--- src/rtl/adc_ltc2308_pkg.sv ---
// adc_ltc2308_pkg: shared types, widths and config-word builder for the LTC2308 sampler
package adc_ltc2308_pkg;
  localparam int DATA_W = 12;
  localparam int CFG_W = 6;
  localparam int CH_W = 3;
  typedef enum logic [2:0] {S_IDLE, S_CONVST, S_CONV, S_SHIFT, S_CAPTURE} state_t;
  // {S/D, O/S, S1, S0, UNI, SLP}; single-ended, sleep off
  function automatic logic [CFG_W-1:0] cfg_word(input logic [CH_W-1:0] ch, input logic uni);
    return {1'b1, ch[0], ch[2], ch[1], uni, 1'b0};
  endfunction
endpackage

--- src/rtl/adc_ltc2308_chan_sel.sv ---
// adc_ltc2308_chan_sel: next set bit of mask strictly after last_ch, wrapping 7->0
// mask: channels enabled; last_ch: previous channel; next_ch: selected channel; found: mask non-empty
module adc_ltc2308_chan_sel import adc_ltc2308_pkg::*; (
  input  logic [7:0]      mask,
  input  logic [CH_W-1:0] last_ch,
  output logic [CH_W-1:0] next_ch,
  output logic            found
);
  // scan farthest-first so the nearest set bit after last_ch wins
  always_comb begin
    next_ch = '0;
    found = 1'b0;
    for (int i = 8; i >= 1; i--) begin
      if (mask[last_ch + CH_W'(i)]) begin
        next_ch = last_ch + CH_W'(i);
        found = 1'b1;
      end
    end
  end
endmodule

--- src/rtl/adc_ltc2308_sampler.sv ---
// adc_ltc2308_sampler: round-robin LTC2308 frame sequencer with a one-slot valid/ready output
// clk/reset: system clock, sync active-high reset; enable/ch_mask/uni: scan control
// adc_convst/adc_sck/adc_sdi/adc_sdo: LTC2308 pins
// sample_data/sample_ch/sample_valid/sample_ready: output slot; busy: frame in progress
module adc_ltc2308_sampler import adc_ltc2308_pkg::*; #(
  parameter int CONV_CYCLES = 80,
  parameter int SCK_HALF = 2,
  parameter int CONVST_CYCLES = 2
) (
  input  logic              clk,
  input  logic              reset,
  input  logic              enable,
  input  logic [7:0]        ch_mask,
  input  logic              uni,
  output logic              adc_convst,
  output logic              adc_sck,
  output logic              adc_sdi,
  input  logic              adc_sdo,
  output logic [DATA_W-1:0] sample_data,
  output logic [CH_W-1:0]   sample_ch,
  output logic              sample_valid,
  input  logic              sample_ready,
  output logic              busy
);
  state_t state;
  int cnt;
  logic [3:0] bit_cnt;
  logic primed, found;
  logic [CH_W-1:0] cur_ch, last_ch, next_ch;
  logic [CFG_W-1:0] cfg_sr;
  logic [DATA_W-1:0] data_sr;
  // an unprimed scan restarts at bit 0 inclusive
  adc_ltc2308_chan_sel u_sel (
    .mask(ch_mask),
    .last_ch(primed ? last_ch : {CH_W{1'b1}}),
    .next_ch(next_ch),
    .found(found)
  );
  always_ff @(posedge clk) begin
    if (reset) begin
      state <= S_IDLE;
      cnt <= 0;
      bit_cnt <= '0;
      adc_convst <= 1'b0;
      adc_sck <= 1'b0;
      adc_sdi <= 1'b0;
      sample_valid <= 1'b0;
      sample_data <= '0;
      sample_ch <= '0;
      busy <= 1'b0;
      primed <= 1'b0;
      last_ch <= {CH_W{1'b1}};
      cur_ch <= '0;
      cfg_sr <= '0;
      data_sr <= '0;
    end else begin
      if (sample_valid && sample_ready) sample_valid <= 1'b0;
      case (state)
        S_IDLE: begin
          if (!enable) primed <= 1'b0;
          if (enable && found && (!sample_valid || sample_ready)) begin
            state <= S_CONVST;
            adc_convst <= 1'b1;
            busy <= 1'b1;
            cnt <= 0;
            cur_ch <= next_ch;
            cfg_sr <= cfg_word(next_ch, uni);
          end
        end
        S_CONVST: begin
          if (cnt == CONVST_CYCLES - 1) begin
            state <= S_CONV;
            adc_convst <= 1'b0;
            cnt <= 0;
          end else cnt <= cnt + 1;
        end
        S_CONV: begin
          if (cnt == CONV_CYCLES - 1) begin
            state <= S_SHIFT;
            cnt <= 0;
            bit_cnt <= '0;
            adc_sdi <= cfg_sr[CFG_W-1];
          end else cnt <= cnt + 1;
        end
        S_SHIFT: begin
          if (cnt == SCK_HALF - 1) begin
            cnt <= 0;
            if (!adc_sck) begin
              adc_sck <= 1'b1;
              data_sr <= {data_sr[DATA_W-2:0], adc_sdo};
              bit_cnt <= bit_cnt + 4'd1;
              if (bit_cnt == 4'(DATA_W - 1)) state <= S_CAPTURE;
            end else begin
              adc_sck <= 1'b0;
              adc_sdi <= cfg_sr[CFG_W-2];
              cfg_sr <= cfg_sr << 1;
            end
          end else cnt <= cnt + 1;
        end
        // SCK stays high for the last high half; result is published on the first cycle
        S_CAPTURE: begin
          if (cnt == 0) begin
            if (primed) begin
              sample_valid <= 1'b1;
              sample_data <= data_sr;
              sample_ch <= last_ch;
            end
            primed <= 1'b1;
            last_ch <= cur_ch;
          end
          if (cnt == SCK_HALF - 1) begin
            state <= S_IDLE;
            adc_sck <= 1'b0;
            adc_sdi <= 1'b0;
            busy <= 1'b0;
            cnt <= 0;
          end else cnt <= cnt + 1;
        end
        default: state <= S_IDLE;
      endcase
    end
  end
endmodule
--- config.mk ---
export PLATFORM = sky130hd
export DESIGN_NAME = adc_ltc2308_sampler
export DESIGN_NICKNAME = d
export VERILOG_FILES = /design/src/rtl/adc_ltc2308_pkg.sv /design/src/rtl/adc_ltc2308_chan_sel.sv /design/src/rtl/adc_ltc2308_sampler.sv
export SDC_FILE = /design/constraint.sdc
export NUM_CORES = 1
export LEC_CHECK = 0
export CORE_AREA = 2 2 92 94
export CTS_BUF_LIST = sky130_fd_sc_hd__clkbuf_2 sky130_fd_sc_hd__clkbuf_4 sky130_fd_sc_hd__clkbuf_8
export DETAILED_ROUTE_END_ITERATION = 12
export DIE_AREA = 0 0 94 96
export PLACE_DENSITY_LB_ADDON = 0.15
export SLEW_MARGIN = 40
export SYNTH_ARGS = -nofsm -noshare
export SYNTH_HDL_FRONTEND = slang
export SYNTH_SLANG_ARGS = --single-unit
--- constraint.sdc ---
create_clock -name clk -period 4.2 [get_ports clk]
set_input_delay 0.42 -clock clk [delete_from_list [all_inputs] [get_ports clk]]
set_output_delay 0.42 -clock clk [all_outputs]
set_load 0.05 [all_outputs]
==> impl_metrics.csv <==
group,metric,value,unit
run_status,status,"completed",
global_routing,track_usage,25.71,%
logic_synthesis,yosysSeqAreaShare,34.00,%
worst_hold_path,hp-start,"data_sr[11]$_SDFFE_PP0P_",
power_and_ir_drop,fin_total_pwr,1.557,mW
global_routing,grt_pass1_wl,18.62,mm
layout,seqCellArea,0.001662,mm^2
sta,worstMarginPinSlew,0.6193,ns
logic_synthesis,synthTopCellsByArea,"dfxtp_1, nand2_1, a21oi_1, xnor2_1, nor2_1",
clock_network,path_clk_slew,0.10,ns
clock_network,root_buffer,"clkbuf_8",
power_and_ir_drop,cellPowerDensity,288.8,mW/mm^2
sta,hold_viol_final,0,
place,io_buffers,33,
setup_path,rrSetupSlack,0.80,ns
routing,ant_nets,0,
layout,final_nets,635,
place,gp_congestion,0.9662,
power_and_ir_drop,vdd_ir_drop_max,254.4,uV
floorplanning,initial_core_util,60.70,%
logic_synthesis,synth_area,0.004887,mm^2
global_routing,grt_max_degree,52,
clock_network,post_cts_buffers,0,
setup_path,reg2reg_depth,11,
job,maxCapViolations,0,
global_routing,first_global_vias,3969,
layout,drive_gt1_share,9.194,%
routing,wl_per_cell,15.63,um
setup_path,r2r_start,"primed$_SDFFE_PP0P_",
power_and_ir_drop,p_clk_share,36.3,%
sta,final.setup.tns,0,ns
logic_synthesis,syn_inst,601,
setup_path,r2r-end,"cnt[0]$_SDFFE_PP0P_",
power_and_ir_drop,p_sw,0.4593,mW
routing,wl_met1,5.266,mm
sta,slew_headroom,58.42,%
layout,multi_input_area,0.002945,mm^2
sta,setup_violations,0,
logic_synthesis,synth_top_area_share,34.00,%
setup_path,critical_path_class,"flip-flop to flip-flop",
floorplanning,die_w,94,um
logic_synthesis,ys_ff_latch,83,
setup_path,cp.required,4.44,ns
routing,vias,4354,
floorplanning,ios,34,
clock_network,cts.sinks,83,
setup_path,cp_max_fo,29,
floorplanning,core_region_area,0.008051,mm^2
place,dpl.hpwl,8.078,mm
logic_synthesis,synth.avg_cell_area,8.132,um^2
power_and_ir_drop,power_frac_seq,52.1,%
setup_path,critPathLaunchType,"flip-flop",
setup_path,arrival,3.64,ns
floorplanning,dieArea,0.009024,mm^2
clock_network,clk_latency,0.36,ns
sta,period_minus_slack,3.397,ns
routing,drt_iter0_markers,265,
routing,wl_met3,635,um
clock_network,cts_buffers,9,
clock_network,cts_resized,0,
sta,clock.fmax,294.4,MHz
clock_network,cts_tree,"yes",
power_and_ir_drop,internal-power,1.098,mW
worst_hold_path,holdPathEnd,"sample_data[11]$_SDFFE_PP0P_",
logic_synthesis,async_reset_ff_share,0,%
worst_hold_path,whs_path_depth,2,
power_and_ir_drop,pwr-share-comb,11.6,%
routing,via_per_inst,6.006,
power_and_ir_drop,switching_share,29.49,%
layout,fillers,728,
logic_synthesis,synth_largest_area_cell,"dfxtp_1",
power_and_ir_drop,leakage,1.876,nW
clock_network,ctsHoldBuffers,0,
logic_synthesis,yosysUniqueCellTypes,69,
clock_network,cts_buffer_depth,2,
sta,skew,0.01487,ns
routing,drc,0,
sta,drv_slew,0,
routing,first_pass_iters,5,
sta,post-route-period-util,80.88,%
clock_network,h-tree-depth,3,
global_routing,antenna_found_initial,0,
setup_path,end_kind,"flip-flop",
global_routing,grt-ovfl-total,0,
worst_hold_path,hp-class,"flip-flop to flip-flop",
logic_synthesis,syn-num-nets,621,
routing,top_layer,"met4",
routing,wl,11.33,mm
logic_synthesis,synth-edff-count,0,
logic_synthesis,yosys_warnings,0,
layout,antenna_cells,0,
sta,rsz0062_at_grt,"no",
floorplanning,die_h,96,um
logic_synthesis,synthFlopType,"dfxtp_1",
routing,wl_met2,5.302,mm
floorplanning,rows,33,
layout,area_growth,10.34,%
-- stage by stage --
step | hold WS (ns) | setup slack [ns] | instances | area [um^2] | utilization (%)
after floorplan | 0.4322 | 1.519 | 601 | 4887 | -
after global placement | 0.4405 | 0.9673 | 709 | 5196 | 64.54
after detailed placement | 0.4488 | 0.8266 | 709 | 5196 | 64.54
after CTS | 0.4519 | 0.8014 | 725 | 5393 | 66.98
after global routing | 0.4698 | 0.5270 | 725 | 5393 | 66.98
final | 0.4537 | 0.8032 | 725 | 5393 | 66.98
-- final cells by class --
class	instances	share of cell area (%)
multi-input cells	462	54.62
flip-flops and latches	83	30.81
repair buffers	41	7.146
well taps	105	2.436
clock buffers	9	2.297
clock inverters	7	1.346
inverters	18	1.346
-- placed cells by master (no fill, tap or decap), types with 4 or more instances in the layout --
cell,n
a211oi_1,5
a21o_1,5
a21oi_1,56
a311oi_1,6
and2_1,6
and3_1,16
and3b_1,4
buf_4,8
clkbuf_8,9
clkdlybuf4s50_1,32
dfxtp_1,83
ha_1,6
inv_1,17
mux2i_1,18
mux4_2,7
nand2_1,95
nand2b_1,4
nand3_1,14
nand4_1,9
nor2_1,61
nor2b_1,7
nor3_1,19
nor3b_1,10
nor4_1,9
o21ai_0,6
or3_1,6
xnor2_1,29
xor2_1,4
-- worst max-delay path, stage by stage, from the launching register on --
cell and delay, ns:
dfxtp_1 0.62, nor2b_2 0.55, inv_6 0.17, ha_1 0.45
inv_1 0.12, and3_1 0.17, o211ai_2 0.21, a21oi_1 0.10
buf_4 0.21, o31ai_2 0.24, buf_4 0.33, nor2_1 0.10
-- per-layer routing --
metal  global-route usage (%)  up-vias
met5                        0        -
met4                    9.058        0
met3                    4.542       13
met2                    41.67      130
met1                    34.74     2047
li1                         -     2164
-- state kept, by name, summed over array words and instances, names as in the netlist --
name	flops
adc_sdi	1
adc_convst	1
sample_valid	1
busy	1
primed	1
cur_ch	3
sample_data	12
cfg_sr	5
adc_sck	1
cnt	32
state	3
bit_cnt	4
sample_ch	3
data_sr	12
last_ch	3
-- cell families (layout without fill, tap and decap cells) --
kind of cell,Yosys count,count (layout),synth area share [%]
AOI/OAI and AO/OA,121,121,17.23
muxes,27,27,7.373
DFF,83,83,34.00
buffers and inverters,56,75,5.735
adders and majority gates,6,6,1.536
and+or+nand+nor,274,274,27.88
xor gates and xnor gates,34,34,6.247
-- how the worst max path moves through the flow --
| stage | startpoint | to |
|---|---|---|
| 2_1_floorplan | primed$_SDFFE_PP0P_ | cfg_sr[4]$_SDFFE_PP0P_ |
| 3_3_place_gp | primed$_SDFFE_PP0P_ | cfg_sr[4]$_SDFFE_PP0P_ |
| 4_1_cts | primed$_SDFFE_PP0P_ | cnt[27]$_SDFFE_PP0P_ |
| 5_1_grt | primed$_SDFFE_PP0P_ | cnt[0]$_SDFFE_PP0P_ |
| 3_5_place_dp | primed$_SDFFE_PP0P_ | cnt[27]$_SDFFE_PP0P_ |
| 6_report | primed$_SDFFE_PP0P_ | cnt[0]$_SDFFE_PP0P_ |
-- Yosys cell counts, drive strengths merged, types with 7 or more instances --
cell type	count
and3	16
mux4	7
nor3b	12
clkbuf	19
nand4	9
a21oi	59
or3	7
nor2b	8
buf	19
nor2	61
nand2	95
inv	18
xnor2	30
nand3	14
dfxtp	83
nor4	11
nor3	20
o21ai	8
mux2i	18
-- power groups by stage --
stage	clock, mW	combinational (mW)	sequential, mW
after floorplan	0	0.132	0.832
after global placement	0	0.174	0.829
after detailed placement	0	0.177	0.829
after CTS	0.576	0.178	0.811
after global routing	0.605	0.197	0.814
final	0.566	0.180	0.812
Note: power is estimated with default switching activity, not from simulation.
